### src/rtl/if_prefetch_stage.sv
// Fetch stage: owns PCF, issues imem word fetches, buffers responses in a prefetch FIFO, drives IF/ID.
// Optional build macro IF_PERF_CNT_EN adds the PerfFetchCnt / PerfDropCnt saturating counters.
module if_prefetch_stage #(
  parameter logic [31:0] RESET_PC        = 32'h0000_0000,
  parameter int unsigned FIFO_DEPTH      = 4,
  parameter int unsigned MAX_OUTSTANDING = 2
) (
  input  logic        clk,
  input  logic        reset,
  input  logic        StallD,
  input  logic        FlushD,
  input  logic        PCSrcE,
  input  logic [31:0] PCTargetE,
  output logic        imem_req,
  output logic [31:0] imem_addr,
  input  logic        imem_gnt,
  input  logic        imem_rvalid,
  input  logic [31:0] imem_rdata,
  output logic [31:0] InstrD,
  output logic [31:0] PCD,
  output logic [31:0] PCPlus4D,
  output logic        ValidD
`ifdef IF_PERF_CNT_EN
  ,
  output logic [31:0] PerfFetchCnt,
  output logic [31:0] PerfDropCnt
`endif
);
  localparam int AW = $clog2(FIFO_DEPTH);
  localparam int OW = $clog2(MAX_OUTSTANDING + 1);
  localparam logic [31:0] NOP = 32'h0000_0013;
  localparam logic [AW:0] PTR_ONE = 1;
  localparam logic [OW-1:0] OUT_ONE = 1;

  logic [31:0]   pcF, respPc;
  logic [OW-1:0] outstanding, dropCnt;
  logic [AW:0]   wrPtr, rdPtr, fifoCount;
  logic [31:0]   fifoInstr [FIFO_DEPTH];
  logic [31:0]   fifoPc    [FIFO_DEPTH];
  logic [31:0]   creditUsed;
  logic          fifoEmpty, grant, resp, drop, push, pop;

  // Memory handshake: imem_req/imem_addr form a request that transfers only in a cycle
  // with imem_req && imem_gnt; each transfer gets exactly one in-order imem_rvalid,
  // never in its own grant cycle.
  assign fifoCount  = wrPtr - rdPtr;
  assign fifoEmpty  = (wrPtr == rdPtr);
  assign creditUsed = 32'(fifoCount) + 32'(outstanding);
  assign imem_req   = !reset && !PCSrcE && (32'(outstanding) < MAX_OUTSTANDING)
                      && (creditUsed < FIFO_DEPTH);
  assign imem_addr  = pcF;
  assign grant      = imem_req && imem_gnt;
  assign resp       = imem_rvalid && (outstanding != '0);
  assign drop       = resp && ((dropCnt != '0) || PCSrcE);
  assign push       = resp && !drop;
  assign pop        = !FlushD && !StallD && !fifoEmpty;

  always_ff @(posedge clk) begin
    if (reset) begin
      pcF         <= RESET_PC;
      respPc      <= RESET_PC;
      outstanding <= '0;
      dropCnt     <= '0;
      wrPtr       <= '0;
      rdPtr       <= '0;
    end else begin
      outstanding <= outstanding + OW'(grant) - OW'(resp);
      if (PCSrcE) begin
        // Everything still in flight after this cycle belongs to the old path.
        pcF     <= PCTargetE;
        respPc  <= PCTargetE;
        dropCnt <= outstanding - OW'(resp);
        wrPtr   <= '0;
        rdPtr   <= '0;
      end else begin
        if (grant) pcF <= pcF + 32'd4;
        if (push) begin
          wrPtr  <= wrPtr + PTR_ONE;
          respPc <= respPc + 32'd4;
        end
        if (resp && (dropCnt != '0)) dropCnt <= dropCnt - OUT_ONE;
        if (pop) rdPtr <= rdPtr + PTR_ONE;
      end
    end
  end

  always_ff @(posedge clk) begin
    if (!reset && push && !PCSrcE) begin
      fifoInstr[wrPtr[AW-1:0]] <= imem_rdata;
      fifoPc[wrPtr[AW-1:0]]    <= respPc;
    end
  end

  always_ff @(posedge clk) begin
    if (reset) begin
      InstrD   <= NOP;
      PCD      <= '0;
      PCPlus4D <= '0;
      ValidD   <= 1'b0;
    end else if (FlushD) begin
      InstrD <= NOP;
      ValidD <= 1'b0;
    end else if (!StallD) begin
      if (!fifoEmpty) begin
        InstrD   <= fifoInstr[rdPtr[AW-1:0]];
        PCD      <= fifoPc[rdPtr[AW-1:0]];
        PCPlus4D <= fifoPc[rdPtr[AW-1:0]] + 32'd4;
        ValidD   <= 1'b1;
      end else begin
        // Starved: bubble, but keep the last PC visible.
        InstrD <= NOP;
        ValidD <= 1'b0;
      end
    end
  end

`ifdef IF_PERF_CNT_EN
  always_ff @(posedge clk) begin
    if (reset) begin
      PerfFetchCnt <= '0;
      PerfDropCnt  <= '0;
    end else begin
      if (push && (PerfFetchCnt != '1)) PerfFetchCnt <= PerfFetchCnt + 32'd1;
      if (drop && (PerfDropCnt != '1))  PerfDropCnt  <= PerfDropCnt + 32'd1;
    end
  end
`endif

endmodule

### config.mk
export PLATFORM = sky130hd
export DESIGN_NAME = if_prefetch_stage
export DESIGN_NICKNAME = d
export VERILOG_FILES = /design/src/rtl/if_prefetch_stage.sv
export SDC_FILE = /design/constraint.sdc
export NUM_CORES = 1
export LEC_CHECK = 0
export CAP_MARGIN = 40
export CORE_MARGIN = 10
export CORE_UTILIZATION = 56
export CTS_BUF_LIST = sky130_fd_sc_hd__clkbuf_16
export DETAILED_ROUTE_END_ITERATION = 6
export GPL_TIMING_DRIVEN = 0
export PLACE_DENSITY = 0.85
export SYNTH_ARGS = -nofsm -noshare
export SYNTH_HDL_FRONTEND = slang
export SYNTH_SLANG_ARGS = --single-unit
### constraint.sdc
create_clock -name clk -period 5.2 [get_ports clk]
set_input_delay 1.3 -clock clk [delete_from_list [all_inputs] [get_ports clk]]
set_output_delay 1.3 -clock clk [all_outputs]
set_load 0.02 [all_outputs]
==> results of run 1 <==
==> worst paths after layout <==
path	to	slack (ps)	cells after the start
setup / recovery	imem_req	670	8
hold / removal	imem_addr[0]	450	2
setup reg to reg	outstanding[1]	1290	16
hold reg to reg	imem_addr[0]	450	2
==> placed cells by master, fill, tap and decap left out, drive strengths merged, types with 3 or more instances in the layout <==
cell type / instances
xor2: 39
o21ai: 22
buf: 26
nand2: 136
o31ai: 3
a221oi: 3
or3: 5
nor2: 108
clkinv: 12
a31oi: 14
nor2b: 4
mux4: 64
nor3: 14
o22ai: 3
clkdlybuf4s50: 197
nor4: 3
edfxtp: 256
and3: 16
inv: 45
a21boi: 19
and2: 7
a22oi: 30
a211oi: 31
dfxtp: 171
nand4: 25
xnor2: 32
or2: 5
and4: 10
clkbuf: 100
o21a: 6
nand3: 38
a21oi: 73
ha: 15
==> final cells by class <==
class | count | area (sq um)
Inverter | 27 | 101
Multi-Input combinational cell | 747 | 5490
Sequential cell | 427 | 11100
Timing Repair Buffer | 201 | 2080
Antenna cell | 1 | 2.50
Clock inverter | 33 | 173
Buffer | 77 | 358
Clock buffer | 45 | 1130
Tap cell | 390 | 488
Fill cell | 1949 | 8940
==> metrics by stage <==
stage / setup TNS, ps / power, mW
after floorplan: 0 / 4.11
after global placement: -43290 / 4.34
after detailed placement: 0 / 4.36
after CTS: 0 / 7.19
after global routing: 0 / 7.38
final: 0 / 7.17
==> power by group through the flow <==
| stage | clock network [mW] | registers [mW] | logic, mW |
|---|---|---|---|
| 6_report | 2.87 | 3.76 | 0.539 |
| 5_1_grt | 3.02 | 3.77 | 0.584 |
| 4_1_cts | 2.89 | 3.76 | 0.538 |
| 3_5_place_dp | 0 | 3.83 | 0.531 |
| 3_3_place_gp | 0 | 3.82 | 0.512 |
| 2_1_floorplan | 0 | 3.84 | 0.265 |
==> worst reg2reg max path: cells and delay by family, from the launching register on <==
kind / cells / cell delay, ps
adders and majority gates: 5 / 1400
buffers and inverters: 6 / 960
and+or+nand+nor: 3 / 750
xor gates and xnor gates: 2 / 300
DFF: 1 / 390
==> flip-flops by register name, summed over array words and instances (netlist names), 3 cells and up, named ones only <==
| signal | flops |
|---|---|
| PCPlus4D | 30 |
| fifoPc | 128 |
| InstrD | 32 |
| rdPtr | 3 |
| fifoInstr | 128 |
| wrPtr | 3 |
| PCD | 32 |
| respPc | 32 |
| imem_addr | 32 |
==> layer usage <==
metal / track usage (%) / vias to the layer above
met1: 28.6 / 5640
met5: 0 / -
met2: 37.0 / 592
met4: 8.83 / 4
met3: 5.76 / 116
li1: - / 5253
==> logic make-up after synthesis <==
logic type      count (synthesis)  share of synthesized area [%]
xor+xnor                       72                           3.79
mux                            67                           8.69
fa+ha+maj                      16                           1.22
buf+inv                       104                           2.69
flops                         427                           65.2
simple gates                  378                           10.4
compound gates                214                           8.07
==> out/results.tsv, run 1 <==
stage	metric	value	unit
clock_tree	cts_root_buffer	clkbuf_16	
placed_design	dp_hpwl	30.6	mm
cells_and_area	finalNonFillerCells	1948	
clock_tree	tritoncts	built	
placed_design	dpl_cell_area	19600	sq um
drt	via_per_inst	5.96	
critical_path	r2r-start	wrPtr[0]	
drt	wl	44.3	mm
synth	synth_common_cells	256 x edfxtp_1, 171 x dfxtp_1, 136 x nand2_1, 108 x nor2_1, 73 x a21oi_1	
clock_tree	numCtsBuffers	42	
critical_path	crit_type	reg -> out	
critical_path	crit_arrival	3230	ps
placed_design	placed_cells	1869	
timing	slew_violations	0	
synth	avgSynthCellArea	13.3	sq um
synth	ys_types	58	
drt	wl_met3	4.52	mm
power	power_frac_comb	7.5	%
cells_and_area	drive_above_1_share	10.4	%
synth	postSynthCellCount	1278	
timing	skew	20.6	ps
critical_path	crit_slowest_cell	clkdlybuf4s50_1	
power	p_int	5.52	mW
timing	worst_slack	668	ps
cells_and_area	area_delta_synth_final	22.8	%
timing	finalHoldViolCount	0	
timing	slew_headroom	39.2	%
run_status	outcome	finished, final reports clean	
critical_path	cp.required	3900	ps
synth	ys.warnings.count	0	
synth	async_flop_share	0	%
min_path	hold_class	reg -> reg	
die	initial_core_util	57.1	%
cells_and_area	num-nets-final	1610	
power	p_leak	6.81	nW
drt	first_pass_iters	5	
drt	dr_wl_met2	21.1	mm
power	peakVddDrop	0.000212	V
grt	grt_usage	22.7	%
drt	antenna_left	0	
placed_design	gp_congestion	0.904	
die	die_x	195	um
timing	setup_viol_count_final	0	
clock_tree	clockBufferDepth	3	
run	max-cap-violations	0	
grt	grt_pass1_vias	11923	
synth	synth_nets	1365	
synth	seq_area_frac_synth	65.2	%
critical_path	critPathBufInv	3	
critical_path	critPathCaptureType	output pin	
synth	netlist.area_leader.share	45.1	%
drt	vias	11605	
critical_path	crit_chain	inv_1 > ha_1 > inv_1 > fa_1 > ha_1 > nor4_1 > and3_1 > clkdlybuf4s50_1	
power	clkPwrFrac	40.0	%
die	row_count	63	
placed_design	portBuffers	197	
clock_tree	ctsHoldBuffers	0	
clock_tree	cts_setup_buffers	0	
power	p_switching	1.65	mW
cells_and_area	finalCoreUtilization	70.1	%
synth	ys.flop_type	edfxtp_1	
critical_path	crit_path_start_kind	flop	
synth	synth_edf_count	256	
power	p_per_area	342	nW/um^2
clock_tree	clock_latency	540	ps
synth	synth_top_cell_by_area	edfxtp_1	
drt	top_layer	met5	
grt	grt_max_degree	50	
synth	netlist_area	17100	sq um
grt	grt_antenna_before_repair	3	
drt	routedWlPerCell	22.7	um
die	ios	201	
synth	synth_seq_cells	427	
timing	max_freq	0.221	GHz
timing	finalCritPeriodShare	87.1	%
drt	drt-initial-drc-count	1098	
drt	wl_met1	17.1	mm
critical_path	cpLargestDelayFamily	adder cells	
die	die_y	195	um
drt	drc_errors	0	
clock_tree	clk_pin_slew	60	ps
timing	period_needed	4530	ps
synth	yosysMostFrequentCell	edfxtp_1	
die	die-area	37800	sq um
critical_path	cp_max_fo	4	
synth	synth_area_leaders	edfxtp_1 45%, dfxtp_1 20%, mux4_2 8.2%	
critical_path	critPathLaunch	wrPtr[0]	
grt	grt_pass1_wl	68.3	mm
placed_design	pre_cts_slack	1050	ps
min_path	worst_hold_startpoint	imem_addr[0]	
timing	rsz0062_at_grt	no	
timing	holdWs	453	ps
clock_tree	cts.repair.resized	0	
grt	grt_overflow	0	
timing	worst_pin_slew	912	ps
clock_tree	clkSinkCount	427	
die	design.core.area	29900	sq um
clock_tree	cts_htree_levels	2	
power	swShare	23.0	%
cells_and_area	fin_area	20900	sq um
critical_path	slowest_delay	630	ps
power	p_seq_share	52.5	%
Note: power is estimated with default switching activity, not from simulation.
==> run 2: changes to the inputs <==
--- a/config.mk
+++ b/config.mk
@@ -12,6 +12,7 @@
 export DETAILED_ROUTE_END_ITERATION = 6
 export GPL_TIMING_DRIVEN = 0
 export PLACE_DENSITY = 0.85
+export SLEW_MARGIN = 5
 export SYNTH_ARGS = -nofsm -noshare
 export SYNTH_HDL_FRONTEND = slang
 export SYNTH_SLANG_ARGS = --single-unit
==> results of run 2 <==
The final DEF is identical to that of run 1; final timing and power are the same.
